## src/rtl/jtcop_snd_pkg.sv

```systemverilog
// Shared types and constants for the jtcop sound post-processing chain.
package jtcop_snd_pkg;

    typedef enum logic [2:0] {
        ST_IDLE,
        ST_MUL,
        ST_DCB,
        ST_SAT,
        ST_OUT
    } state_t;

    localparam logic signed [23:0] S16_MAX    = 24'sd32767;
    localparam logic signed [23:0] S16_MIN    = -24'sd32768;
    localparam logic [7:0]         GAIN_UNITY = 8'h10;

    // Fractional bits of the gain word, derived from where unity sits.
    localparam int GAIN_FRAC = $clog2(GAIN_UNITY);

endpackage

```

## src/rtl/jtcop_snd_peak.sv

```systemverilog
// Clip indicator stretcher: reloads on every clip, then counts down to zero.
module jtcop_snd_peak #(
    parameter logic [23:0] HOLD = 24'd480000
) (
    input  logic clk,
    input  logic rst,
    input  logic trig,
    output logic peak
);

    logic [23:0] cnt_q, cnt_d;

    always_comb begin
        cnt_d = cnt_q;
        if (trig)
            cnt_d = HOLD;
        else if (cnt_q != 24'd0)
            cnt_d = cnt_q - 24'd1;
    end

    always_ff @(posedge clk) begin
        if (rst) cnt_q <= 24'd0;
        else     cnt_q <= cnt_d;
    end

    assign peak = (cnt_q != 24'd0);

endmodule

```

## src/rtl/jtcop_snd_post.sv

```systemverilog
// Sound board post stage: ramped gain with soft mute, DC blocker,
// 16-bit saturation and a stretched clip indicator.
module jtcop_snd_post
    import jtcop_snd_pkg::*;
#(
    parameter int          DCB_EN    = 1,
    parameter int          DCB_K     = 10,
    parameter logic [23:0] PEAK_HOLD = 24'd480000
) (
    input  logic               clk,
    input  logic               rst,
    input  logic signed [15:0] snd_in,
    input  logic               sample_in,
    input  logic [7:0]         gain,
    input  logic               mute,
    output logic signed [15:0] snd,
    output logic               sample,
    output logic               peak
);

    state_t             state_q, state_d;
    logic               pend_q, pend_d;
    logic signed [15:0] pend_x_q, pend_x_d;
    logic signed [15:0] x_q, x_d;
    logic [7:0]         g_q, g_d;
    logic signed [19:0] s_q, s_d;
    logic signed [19:0] x1_q, x1_d;
    logic signed [23:0] y_q, y_d;
    logic signed [23:0] y1_q, y1_d;
    logic signed [15:0] snd_q, snd_d;
    logic               sample_q, sample_d;

    logic signed [23:0] x_ext, g_ext, p, y_calc;
    logic signed [15:0] y_sat;
    logic [7:0]         g_tgt;
    logic               clip;

    always_comb begin
        x_ext  = 24'(x_q);
        g_ext  = $signed({16'd0, g_q});
        // 16b x 9b product fits 24 bits for any 8-bit gain
        p      = x_ext * g_ext;
        g_tgt  = mute ? 8'd0 : gain;
        y_calc = 24'(s_q) - 24'(x1_q) + y1_q - (y1_q >>> DCB_K);

        if (y_q > S16_MAX)      y_sat = 16'sh7fff;
        else if (y_q < S16_MIN) y_sat = 16'sh8000;
        else                    y_sat = y_q[15:0];
        clip = (state_q == ST_SAT) && ((y_q > S16_MAX) || (y_q < S16_MIN));
    end

    always_comb begin
        state_d  = state_q;
        pend_d   = pend_q;
        pend_x_d = pend_x_q;
        x_d      = x_q;
        g_d      = g_q;
        s_d      = s_q;
        x1_d     = x1_q;
        y_d      = y_q;
        y1_d     = y1_q;
        snd_d    = snd_q;
        sample_d = (state_q == ST_SAT);

        // Strobes arriving while busy park in a single slot; newest wins.
        if (state_q != ST_IDLE && sample_in) begin
            pend_d   = 1'b1;
            pend_x_d = snd_in;
        end

        case (state_q)
            ST_IDLE: begin
                if (sample_in) begin
                    x_d     = snd_in;
                    pend_d  = 1'b0;
                    state_d = ST_MUL;
                end else if (pend_q) begin
                    x_d     = pend_x_q;
                    pend_d  = 1'b0;
                    state_d = ST_MUL;
                end
            end
            ST_MUL: begin
                s_d = 20'(p >>> GAIN_FRAC);
                if (g_q < g_tgt)      g_d = g_q + 8'd1;
                else if (g_q > g_tgt) g_d = g_q - 8'd1;
                state_d = ST_DCB;
            end
            ST_DCB: begin
                if (DCB_EN != 0) begin
                    y_d  = y_calc;
                    x1_d = s_q;
                    y1_d = y_calc;
                end else begin
                    y_d  = 24'(s_q);
                end
                state_d = ST_SAT;
            end
            ST_SAT: begin
                snd_d   = y_sat;
                state_d = ST_OUT;
            end
            ST_OUT:  state_d = ST_IDLE;
            default: state_d = ST_IDLE;
        endcase
    end

    always_ff @(posedge clk) begin
        if (rst) begin
            state_q  <= ST_IDLE;
            pend_q   <= 1'b0;
            pend_x_q <= 16'sd0;
            x_q      <= 16'sd0;
            g_q      <= 8'd0;
            s_q      <= 20'sd0;
            x1_q     <= 20'sd0;
            y_q      <= 24'sd0;
            y1_q     <= 24'sd0;
            snd_q    <= 16'sd0;
            sample_q <= 1'b0;
        end else begin
            state_q  <= state_d;
            pend_q   <= pend_d;
            pend_x_q <= pend_x_d;
            x_q      <= x_d;
            g_q      <= g_d;
            s_q      <= s_d;
            x1_q     <= x1_d;
            y_q      <= y_d;
            y1_q     <= y1_d;
            snd_q    <= snd_d;
            sample_q <= sample_d;
        end
    end

    // Loaded from SAT so the indicator is already up alongside the clipped sample.
    jtcop_snd_peak #(.HOLD(PEAK_HOLD)) u_peak (
        .clk  (clk),
        .rst  (rst),
        .trig (clip),
        .peak (peak)
    );

    assign snd    = snd_q;
    assign sample = sample_q;

endmodule

```

## config.mk

```make
export PLATFORM = sky130hd
export DESIGN_NAME = jtcop_snd_post
export DESIGN_NICKNAME = d
export VERILOG_FILES = /design/src/rtl/jtcop_snd_pkg.sv /design/src/rtl/jtcop_snd_peak.sv /design/src/rtl/jtcop_snd_post.sv
export SDC_FILE = /design/constraint.sdc
export NUM_CORES = 1
export LEC_CHECK = 0
export CAP_MARGIN = 25
export CORE_MARGIN = 8
export CORE_UTILIZATION = 27
export CTS_CLUSTER_SIZE = 25
export DETAILED_ROUTE_END_ITERATION = 16
export DONT_BUFFER_PORTS = 1
export SYNTH_ARGS = -nofsm -noshare
export SYNTH_HDL_FRONTEND = slang
export SYNTH_SLANG_ARGS = --single-unit
export TNS_END_PERCENT = 10
```

## constraint.sdc

```tcl
create_clock -name clk -period 5.95 [get_ports clk]
set_input_delay 1.19 -clock clk [delete_from_list [all_inputs] [get_ports clk]]
set_output_delay 1.19 -clock clk [all_outputs]
set_load 0.005 [all_outputs]
```

Yosys cells after proc, flatten, opt, wreduce, memory -nomap -nowiden
Index checks and enable logic that the tools add are counted.

Flip-flop bits (word level): 149. Bits of input ports: 28. Word-level logic and storage cells: 55.

Add/sub/neg operators: 6. $mul: 1. Magnitude comparators: 4. Equal/unequal tests: 4. Muxes and demuxes: 16. Reductions and logical operators: 12.

Operators by type and width (number): 16-bit two-way mux (4); 19-bit two-way mux (2); 21-bit by 24-bit adder with 24-bit output (1); 24-bit by 16-bit greater-than comparator with 1-bit output, second input constant (1); 24-bit by 16-bit < comparator with 1-bit output, second input constant (1); 16-bit by 9-bit multiplier with 24-bit output (1); 8-bit two-way mux (3); 24-bit nonzero test (1); 24-bit by 1-bit subtractor with 24-bit output, second input constant (1); 24-bit by 14-bit subtractor with 24-bit output (1); 20-bit by 20-bit subtractor with 21-bit output (1); 3-bit case mux with 4 select lines (1); 8-bit by 1-bit adder with 8-bit output, second input constant (1); 8-bit greater-than comparator (1); 8-bit < comparator (1); 8-bit by 1-bit subtractor with 8-bit output, second input constant (1); 3-bit by 2-bit == test with 1-bit output, second input constant (2); 3-bit two-way mux (2); 2-bit nonzero test (3); 1-bit two-way mux (4); 2-bit AND reduction (2); 3-bit by 1-bit == test with 1-bit output, second input constant (1); 3-bit logical NOT (1); 3-bit inequality test, second input constant (1); other kinds (4) (5).

Depth between registers and ports, before layout
Gate-level depths: netlist of run 1.

Word-level depth: 6. Mapped depth: 19.

Hierarchy
A second synthesis of run 1 with hierarchy kept.

Cells, all modules: 1528. Area, all modules: 12907.4 sq um.

By module, submodules not included: jtcop_snd_post (instances 1, cells an instance 1388, area an instance 11705.0 sq um, sequential area each 2502.4 sq um); jtcop_snd_peak (instances 1, cells an instance 140, area an instance 1202.4 sq um, sequential area each 480.5 sq um).

Least setup slack after synthesis of run 1
OpenSTA, ideal clock, no wires.

Kind: register to register. Start point: register g_q[2]. End point: register s_q[15]. Setup time: 0.086 ns. Data arrival time: 4.620 ns. Required time: 5.864 ns. Setup slack: 1.244 ns. Stages on the path, launching flop included: 19. Buffers on the path: 2. Cells stage by stage: dfxtp_1 -> clkbuf_1 -> clkbuf_1 -> nand2_1 -> fa_1 -> inv_1 -> fa_1 -> fa_1 -> inv_1 -> fa_1 -> inv_1 -> ha_1 -> a21oi_1 -> o21a_1 -> o21ba_2 -> and3_1 -> or2_2 -> xor2_1 -> a211oi_1.

Longest elaborated chain between the ends: 1.

Ends and longest elaborated chain: start: declaration (RTL line jtcop_snd_post.sv:25) `logic [7:0] g_q, g_d;`; start signal: assignment (RTL line jtcop_snd_post.sv:126) `g_q <= g_d;`; 16-bit by 9-bit multiplier with 24-bit output (RTL line jtcop_snd_post.sv:42) `p = x_ext * g_ext;`; end signal: assignment (RTL line jtcop_snd_post.sv:115) `s_q <= 20'sd0;`; end signal: assignment (RTL line jtcop_snd_post.sv:127) `s_q <= s_d;`; end: declaration (RTL line jtcop_snd_post.sv:26) `logic signed [19:0] s_q, s_d;`.

No other way between the ends. A chain may end at the register's enable or synchronous reset.

Worst setup path in the final report of run 1
Start point: register g_q[0]. End point: register s_q[15].

Same word-level chain as after synthesis.

==> summary.md, run 1 <==
| Metric | Value |
|---|---|
| Post-CTS setup buffers | 0 |
| Required @ worst endpoint | 6.30 ns |
| Seq. cell area | roughly 3000 µm² |
| First-pass GRT wire length | slightly below 50000 µm |
| Multi-input gate area | between 8000 and 9000 µm² |
| Final WL | between 20000 and 30000 µm |
| Syn Std Cell Area | roughly 13000 µm² |
| Worst-skew pair later-pin latency | between 0.4 and 0.5 ns |
| Die Ht | between 200 and 250 µm |
| FILL cells | slightly below 5000 |
| Reg power frac | 0.252 |
| Syn Area/Cell | around 8.5 µm² |
| Arr. time, crit path | about 5.4 ns |
| Relative slew slack | 0.394 |
| Post-cts repair resize count | 0 |
| Max Buffers Root-to-Sink | 2 |
| Max_cap viols | 0 |
| LEAKAGE | about 5.9 nW |
| Worst slew pin tran | about 0.90 ns |
| Hold slack | around 0.45 ns |
| RSZ-0062 raised after global routing | false |
| Syn Inst Count | about 1500 |
| Port buffer count | 0 |
| Nets@finish | between 1500 and 2000 |
| Die Wd | 233 µm |
| Setup TNS | 0 ns |
| Hold buffers post-CTS | 0 |
| Antenna-violating nets left | 0 |
| Pin count of the biggest net entering global routing | 130 |
| Fmax | about 200 MHz |
| Num Clock Sinks | 149 |
| Number of global-route vias before repair | 9529 |
| TritonRoute pass-1 iters | 4 |
| CTS tree | done |
| Clock Root Buffer | clkbuf_16 |
| N_diodes | 0 |
| Asr flop ratio synth | 0 |
| Pwr Density | slightly above 400 nW/µm² |
| Distinct cell type count of the synthesized netlist | 64 |
| Vias per cell | ~4.7 |
| Placer Congestion | slightly below 0.9 |
| Post-route DRC | 0 |
| Tot GR Track Use | 0.110 |
| Sw Ratio | 0.450 |
| Switch Pwr | between 2 and 3 mW |
| Sequential fraction of the synthesis area | 0.234 |
| Fin crit period | around 5.0 ns |
| Register bit total from synthesis | about 150 |
| Ratio of cells with drive above 1 in the final layout | 0.0361 |
| Clock network power share | 0.182 |
| Reg2Reg Depth | 16 |
| Total global routing overflow | 0 |
| Via count | ~9700 |
| Ys flop type | dfxtp_1 |
| # setup viols final | 0 |
| Number of synthesized flops with an enable pin | 0 |
| Worst setup SP type | register |
| Core area | around 47000 µm² |
| Die area | about 55000 µm² |
| Starting Density | 0.274 |
| Critical path class | reg -> reg |
| Synth warnings | 0 |
| Crit Path Max Fanout | 18 |
| Clock transition at path regs | 0.07 ns |
| Hpwl dp | 23000 µm |
| Io pins | 46 |
| Initial detailed-routing violation count | 465 |
| Final hold violations | 0 |
| CTS buffer count | 17 |
| Synth Net Count | 1759 |
| Tightest Hold Check Type | reg -> reg |
| Antenna violations before repair | 0 |
| Crit end category | register |
| # rows | 79 |
| Worst vdd ir | roughly 0.00027 V |
| Slew Limit Fails | 0 |
| Status | completed |
| Internal Power | ~3.2 mW |
| WL/cell | about 14 µm |
| Combinational share of power | 0.566 |
| Worst hold stages | 2 |
| H-tree depth | 4 |
| Layout area overhead | 8.63% |
| Clock skew | 0.0113 ns |
| Final worst path period share | 0.848 |
-- synth_stat cells, drive strengths merged, types with 6 or more instances --
| cell type | number | area [µm²] |
|---|---|---|
| a211oi | 25 | 188 |
| a21o | 19 | 143 |
| a21oi | 121 | 606 |
| and2 | 60 | 375 |
| and3 | 7 | 43.8 |
| buf | 7 | 43.8 |
| clkbuf | 67 | 251 |
| dfxtp | 149 | 2980 |
| fa | 145 | 2900 |
| ha | 83 | 1040 |
| inv | 197 | 739 |
| mux2i | 23 | 230 |
| nand2 | 228 | 858 |
| nand2b | 13 | 81.3 |
| nand3 | 22 | 110 |
| nand3b | 7 | 52.6 |
| nand4 | 9 | 56.3 |
| nor2 | 71 | 267 |
| nor2b | 12 | 75.1 |
| nor3 | 32 | 171 |
| o211ai | 25 | 188 |
| o21a | 14 | 105 |
| o21ai | 33 | 165 |
| o31ai | 6 | 50.1 |
| or3 | 15 | 97.6 |
| xnor2 | 35 | 307 |
| xor2 | 18 | 158 |
-- per-layer routing --
metal,GRT usage,share of wire,vias to the layer above
met4,0.0271,0.013,0
met5,0,0,-
met2,0.191,0.49,133
met3,0.0172,0.029,23
met1,0.142,0.47,4715
li1,-,-,4816
-- per-stage QoR --
| stage | instances | setup WS, ns | utilization | instance area, µm² | power (mW) |
|---|---|---|---|---|---|
| after detailed placement | 2044 | 0.924 | 0.286 | 13300 | 4.68 |
| after global routing | 2075 | 0.580 | 0.297 | 13900 | 6.30 |
| after CTS | 2075 | 0.915 | 0.297 | 13900 | 5.75 |
| after global placement | 2042 | 0.980 | 0.285 | 13300 | 4.63 |
| after floorplan | 1503 | 1.24 | - | 12800 | 4.03 |
| final | 2075 | 0.905 | 0.297 | 13900 | 5.75 |
-- power by group through the flow --
stage / registers, mW / clock network [mW] / logic (mW)
floorplan: 1.33 / 0 / 2.70
global placement: 1.46 / 0 / 3.16
detailed placement: 1.47 / 0 / 3.21
finish: 1.45 / 1.04 / 3.26
CTS: 1.45 / 1.07 / 3.23
global route: 1.48 / 1.11 / 3.70
-- critical path: stages (launching register included) --
cell and delay (ns):
dfxtp_1 0.77, nand2_1 0.25, inv_1 0.13, fa_1 0.44, fa_1 0.50, fa_1 0.54
inv_1 0.05, fa_1 0.52, inv_1 0.04, ha_1 0.38, nand4_1 0.15, nor2_1 0.15
o211ai_1 0.18, and3_1 0.21, or2_2 0.28, xor2_1 0.14, a211oi_1 0.22
-- kinds of logic after synthesis --
logic type / share of synthesized area
AND/OR/NAND/NOR: 0.184
buffers and inverters: 0.0810
adder cells (fa/ha/maj): 0.309
flip-flops: 0.234
AO/OA/AOI/OAI: 0.137
XOR/XNOR: 0.0363
multiplexers: 0.0198
-- state kept, by name, summed over array words and instances (netlist names) --
| name | count |
|---|---|
| sample | 1 |
| x1_q | 20 |
| g_q | 8 |
| pend_q | 1 |
| x_q | 16 |
| u_peak.cnt_q | 24 |
| state_q | 3 |
| s_q | 20 |
| y1_q | 24 |
| pend_x_q | 16 |
| snd | 16 |
-- final cells by class --
cell class | instances | share of cell area
inverters | 197 | 0.0533
repair buffers | 8 | 0.00577
flip-flops and latches | 149 | 0.215
multi-input cells | 1083 | 0.632
clock inverters | 10 | 0.00721
clock buffers | 21 | 0.0325
well taps | 607 | 0.0547
-- path summary, 6_finish.rpt --
path	start	end	slack, ns
worst min-delay path	pend_x_q[3]	pend_x_q[3]	0.45
worst max register to register	g_q[0]	s_q[15]	0.91
worst min register to register	pend_x_q[3]	pend_x_q[3]	0.45
worst max-delay path	g_q[0]	s_q[15]	0.91
-- cells in the final DEF, fill, tap and decap left out, drive strengths merged, types with 32 or more instances in the layout --
master,instances
nor3,32
fa,145
a21oi,121
nand2,228
o21ai,33
ha,83
inv,200
and2,60
dfxtp,149
xnor2,35
nor2,71
Note: power is estimated with default switching activity, not from simulation.
==> run 2: changes to the inputs <==
==> constraint.sdc (replaced) <==
create_clock -name clk -period 4.9 [get_ports clk]
set_input_delay 0.98 -clock clk [delete_from_list [all_inputs] [get_ports clk]]
set_output_delay 0.98 -clock clk [all_outputs]
set_load 0.005 [all_outputs]
==> summary.md, run 2 (synthesized netlist as in run 1, its figures left out) <==
| Metric | Value |
|---|---|
| Most frequent cells in the layout | 227 x nand2_1, 197 x inv_1, 145 x fa_1 |
| Final hold violations | 0 (unchanged) |
| H-tree depth | 4 (unchanged) |
| Slowest CP cell | dfxtp_1 |
| CP max stage delay | 0.58 ns (-0.19 ns) |
| Sw Ratio | 0.445 (-0.00514) |
| Die Ht | 233 µm (unchanged) |
| Clock Root Buffer | clkbuf_16 |
| FILL cells | 4898 (-0.81%) |
| Max Buffers Root-to-Sink | 2 (unchanged) |
| Final worst path period share | 0.958 (+0.111) |
| CTS tree | done |
| Cell mode on critical path | fa_1 |
| Hpwl dp | 22800 µm (-0.68%) |
| Placed Cells incl. Taps | 2056 (+0.59%) |
| Clock network power share | 0.192 (+0.010) |
| Crit-path leading delay family | adder cells |
| Hold slack | 0.449 ns (-0.000431 ns) |
| Total global routing overflow | 0 (unchanged) |
| Clock transition at path regs | 0.07 ns (about the same) |
| Final non-filler cell total | 2088 (+0.63%) |
| Final WL | 29000 µm (-1.1%) |
| TritonRoute pass-1 iters | 5 (+1) |
| Reg power frac | 0.247 (-0.005) |
| Fmax | 213 MHz (+7.4%) |
| Starting Density | 0.274 (unchanged) |
| N_diodes | 0 (unchanged) |
| Worst vdd ir | 0.000315 V (+15%) |
| # setup viols final | 0 (unchanged) |
| Port buffer count | 0 (unchanged) |
| Relative slew slack | 0.413 (+0.0189) |
| Antenna-violating nets left | 0 (unchanged) |
| Crit end category | register |
| Tot GR Track Use | 0.111 (+0.000871) |
| LEAKAGE | 6.03 nW (+1.4%) |
| Die Wd | 233 µm (unchanged) |
| Clock skew | 0.0147 ns (+0.00337 ns) |
| Vias per cell | 4.60 (-1.5%) |
| Post-Route Utilization | 0.300 (+0.00306) |
| Placer Congestion | 0.886 (-0.33%) |
| Nets@finish | 1724 (+0.70%) |
| Required @ worst endpoint | 5.26 ns (-1.04 ns) |
| Slew Limit Fails | 0 (unchanged) |
| Total Power | 7.07 mW (+23%) |
| Io pins | 46 (unchanged) |
| RSZ-0062 raised after global routing | false |
| Pwr Density | 504 nW/µm² (+22%) |
| Post-CTS setup buffers | 0 (unchanged) |
| # rows | 79 (unchanged) |
| WL/cell | 13.9 µm (-1.7%) |
| Post-route DRC | 0 (unchanged) |
| Max_cap viols | 0 (unchanged) |
| Worst-skew pair later-pin latency | 0.44 ns (about the same) |
| Hold buffers post-CTS | 0 (unchanged) |
| Worst slew pin tran | 0.876 ns (-0.0282 ns) |
| Core area | 46700 µm² (unchanged) |
| Number of global-route vias before repair | 9701 (+1.8%) |
| Layout area overhead | 9.75% |
| Num Clock Sinks | 149 (unchanged) |
| CTS buffer count | 17 (unchanged) |
| Crit Path Max Fanout | 9 (-9) |
| Pin count of the biggest net entering global routing | 130 (unchanged) |
| Largest registers | u_peak.cnt_q: 24 flops, y1_q: 24 flops |
| Initial detailed-routing violation count | 508 (+9.2%) |
| Critical path buffers and inverters | 3 (unchanged) |
| First-pass GRT wire length | 49600 µm (+0.86%) |
| Tightest Hold Check Type | reg -> reg |
| Via count | 9598 (-0.92%) |
| Ratio of cells with drive above 1 in the final layout | 0.0533 (+0.0172) |
| Die area | 54500 µm² (unchanged) |
| Fin crit period | 4.70 ns (-0.349 ns) |
| Antenna violations before repair | 0 (unchanged) |
| Setup TNS | 0 ns (unchanged) |
| Combinational share of power | 0.562 (-0.004) |
| Status | completed |
| Worst setup SP type | register |
| Post-cts repair resize count | 0 (unchanged) |
| Internal Power | 3.93 mW (+24%) |
| Arr. time, crit path | 5.06 ns (-0.33 ns) |
| Critical path class | reg -> reg |
| Switch Pwr | 3.14 mW (+22%) |
| Most common cell after layout, fill and taps aside | nand2_1 |
| Cell breakdown of the critical path | nand2_1, fa_1, inv_1, fa_1, fa_1, inv_1, fa_1, inv_1, ha_1, nand2_1, o21a_1, o21ba_2, and3_1, or2_2, xor2_1, a211oi_1 |
==> run 2: final timing paths <==
path	to	slack, ns	start	cells after the start
worst max-delay path	s_q[15]	0.20	x_q[9]	16
worst min-delay path	pend_x_q[11]	0.45	pend_x_q[11]	2
worst max register to register	s_q[15]	0.20	x_q[9]	16
worst min register to register	pend_x_q[11]	0.45	pend_x_q[11]	2
==> run 2: layer usage <==
layer,vias to the layer above,track usage,wire length [µm]
met4,0,0.0323,602
met1,4619,0.141,13600
met3,31,0.0199,842
li1,4829,-,-
met2,119,0.191,14000
met5,-,0,0
==> run 2: through the flow <==
| step | worst slack (ns) | instance area [µm²] |
|---|---|---|
| 3_5_place_dp | 0.0954 | 13400 |
| 5_1_grt | 0.00765 | 14000 |
| 4_1_cts | 0.0988 | 14000 |
| 2_1_floorplan | 0.194 | 12800 |
| 3_3_place_gp | 0.146 | 13400 |
| 6_report | 0.204 | 14000 |
==> run 2: final cells by class <==
class	instances	area, µm²	area share
clock inverters	11	138	0.00982
well taps	607	759	0.0542
multi-input cells	1083	8760	0.625
repair buffers	20	158	0.0112
inverters	197	739	0.0528
clock buffers	21	460	0.0328
flip-flops and latches	149	3000	0.214
==> run 2: worst reg2reg max path, delay by kind of cell (launching register included) <==
kind / cells / cell delay, ns
AOI/OAI and AO/OA: 3 / 0.64
xor gates and xnor gates: 1 / 0.14
adders and majority gates: 5 / 2.43
buffers and inverters: 3 / 0.14
DFF: 1 / 0.58
and+or+nand+nor: 4 / 0.69
==> run 2: power by group through the flow <==
stage	Sequential, mW	Combinational (mW)	Clock [mW]
2_1_floorplan	1.62	3.28	0
3_3_place_gp	1.76	3.87	0
3_5_place_dp	1.77	3.93	0
4_1_cts	1.75	3.96	1.39
5_1_grt	1.79	4.54	1.45
6_report	1.74	3.97	1.36
==> run 3: changes to the inputs <==
--- a/config.mk
+++ b/config.mk
@@ -8,6 +8,7 @@
 export CAP_MARGIN = 25
 export CORE_MARGIN = 8
 export CORE_UTILIZATION = 27
+export CTS_BUF_LIST = sky130_fd_sc_hd__clkbuf_4
 export CTS_CLUSTER_SIZE = 25
 export DETAILED_ROUTE_END_ITERATION = 16
 export DONT_BUFFER_PORTS = 1
==> summary.md, run 3 (synthesized netlist as in run 1, its figures left out) <==
| Metric | Value |
|---|---|
| Core area | 46700 µm² (unchanged) |
| Met3 Wirelength | 915 µm (+8.7%) |
| CP max stage delay | 0.58 ns (about the same) |
| Clock skew | 0.0287 ns (+0.0140 ns) |
| Fin crit period | 4.66 ns (-0.0352 ns) |
| Largest registers | u_peak.cnt_q: 24 flops, y1_q: 24 flops |
| CP startpoint | x_q[11] |
| Cell mode on critical path | fa_1 |
| Number of global-route vias before repair | 9709 (+0.082%) |
| Top routing layer in use | met4 |
| Relative slew slack | 0.414 (+0.00124) |
| Reg2Reg Depth | 16 (unchanged) |
| Clock network power share | 0.125 (-0.067) |
| Hpwl dp | 22800 µm (unchanged) |
| Pwr Density | 476 nW/µm² (-5.6%) |
| Cell breakdown of the critical path | nand2_1, fa_1, inv_1, fa_1, fa_1, inv_1, fa_1, inv_1, ha_1, nand2_1, o21a_1, o21ba_2, and3_1, or2_2, xor2_1, a211oi_1 |
| Layout area overhead | 7.39% |
| Worst hold start | pend_x_q[10] |
| Via count | 9583 (-0.16%) |
| Most common cell after layout, fill and taps aside | nand2_1 |
| Total global routing overflow | 0 (unchanged) |
| Initial detailed-routing violation count | 497 (-2.2%) |
| Fmax | 215 MHz (+0.76%) |
| Post-route DRC | 0 (unchanged) |
| Crit Path Max Fanout | 9 (unchanged) |
| Nets@finish | 1724 (unchanged) |
| Arr. time, crit path | 5.18 ns (+0.12 ns) |
| WL/cell | 13.8 µm (-0.59%) |
| Combinational share of power | 0.608 (+0.046) |
| Placer Congestion | 0.886 (unchanged) |
| WL met1 | 13400 µm (-1.1%) |
| Max Buffers Root-to-Sink | 2 (unchanged) |
| Worst slew pin tran | 0.874 ns (-0.00186 ns) |
| Final WL | 28900 µm (-0.54%) |
| Switch Pwr | 3.08 mW (-2.1%) |
| Clock Root Buffer | clkbuf_4 |
| # setup viols final | 0 (unchanged) |
| WL met2 | 13900 µm (-0.73%) |
| Internal Power | 3.46 mW (-12%) |
| Io pins | 46 (unchanged) |
| LEAKAGE | 5.90 nW (-2.2%) |
| Die area | 54500 µm² (unchanged) |
| # rows | 79 (unchanged) |
| Worst-skew pair later-pin latency | 0.58 ns (+0.14 ns) |
| Pin count of the biggest net entering global routing | 130 (unchanged) |
| Most frequent cells in the layout | 227 x nand2_1, 197 x inv_1, 145 x fa_1 |
| TritonRoute pass-1 iters | 5 (unchanged) |
| Clock transition at path regs | 0.15 ns (+0.08 ns) |
| CTS tree | done |
| Total Power | 6.53 mW (-7.6%) |
| H-tree depth | 4 (unchanged) |
| Setup TNS | 0 ns (unchanged) |
| Reg power frac | 0.267 (+0.020) |
| Starting Density | 0.274 (unchanged) |
| Worst vdd ir | 0.000316 V (+0.38%) |
| Status | completed |
| Hold slack | 0.457 ns (+0.00786 ns) |
| Tot GR Track Use | 0.110 (-0.000957) |
| WP depth | 16 (unchanged) |
| Crit end category | register |
| Worst setup SP type | register |
| Tightest Hold Check Type | reg -> reg |
| Port buffer count | 0 (unchanged) |
| Worst hold stages | 2 (unchanged) |
| Post-Route Utilization | 0.294 (-0.00646) |
| Placed Cells incl. Taps | 2056 (unchanged) |
| Antenna violations before repair | 1 (+1) |
| Final worst path period share | 0.951 (-0.00719) |
| RSZ-0062 raised after global routing | false |
| Antenna-violating nets left | 0 (unchanged) |
| Num Clock Sinks | 149 (unchanged) |
| Final hold violations | 0 (unchanged) |
| Sw Ratio | 0.471 (+0.0262) |
| Die Wd | 233 µm (unchanged) |
| Crit-path leading delay family | adder cells |
| Ratio of cells with drive above 1 in the final layout | 0.0540 (+0.000675) |
| R2R Path Start | x_q[11] |
| First-pass GRT wire length | 49400 µm (-0.57%) |
| Slowest CP cell | dfxtp_1 |
| Final non-filler cell total | 2089 (+0.048%) |
| Vias per cell | 4.59 (-0.20%) |
| Required @ worst endpoint | 5.42 ns (+0.16 ns) |
| Die Ht | 233 µm (unchanged) |
| Slew Limit Fails | 0 (unchanged) |
| Critical path class | reg -> reg |
| CTS buffer count | 17 (unchanged) |
| Critical path buffers and inverters | 3 (unchanged) |
| Max_cap viols | 0 (unchanged) |
## run 3: cell types whose count changed in the layout (fill, tap and decap cells not counted), sizes merged
cell,change
diode,+1
clkinv,+2
clkbuf,-2
## run 3: final timing paths
check / end / slack [ns]
worst max-delay path: s_q[15] / 0.24
worst min register to register: pend_x_q[10] / 0.46
worst min-delay path: pend_x_q[10] / 0.46
worst max register to register: s_q[15] / 0.24
## run 3: metal layers
| layer | track usage | vias to the layer above |
|---|---|---|
| li1 | - | 4828 |
| met1 | 0.140 | 4583 |
| met2 | 0.190 | 142 |
| met3 | 0.0181 | 30 |
| met4 | 0.0319 | 0 |
| met5 | 0 | - |
## run 3: what timing repair did
action / 4_1_cts / 5_1_grt
hold buffers: 0 / 0
gates resized for setup: 0 / 16
buffers inserted: 0 / 0
setup endpoints to repair: 0 / 10
## run 3: stage by stage
step | setup WS (ns) | area (µm²)
floorplan | 0.194 | 12800
global placement | 0.146 | 13400
detailed placement | 0.0954 | 13400
CTS | 0.0998 | 13700
global route | 0.00125 | 13700
finish | 0.239 | 13700
## run 3: area by class of cell
class	count	area, µm²
Tap cell	607	759
Multi-Input combinational cell	1083	8760
Clock buffer	19	143
Inverter	197	739
Timing Repair Buffer	20	158
Clock inverter	13	145
Antenna cell	1	2.50
Sequential cell	149	3010
Fill cell	4936	32900
## run 3: power by group through the flow
stage,logic [mW],registers (mW),clock network [mW]
after global placement,3.87,1.76,0
final,3.97,1.74,0.818
after floorplan,3.28,1.62,0
after global routing,4.54,1.79,0.902
after detailed placement,3.93,1.77,0
after CTS,3.95,1.74,0.855
## run 3: worst register-to-register path: cells and delay by family, from the launching register on
family,cells,cell delay [ns]
flops,1,0.58
fa+ha+maj,5,2.41
xor+xnor,1,0.14
buf+inv,3,0.16
compound gates,3,0.65
simple gates,4,0.69
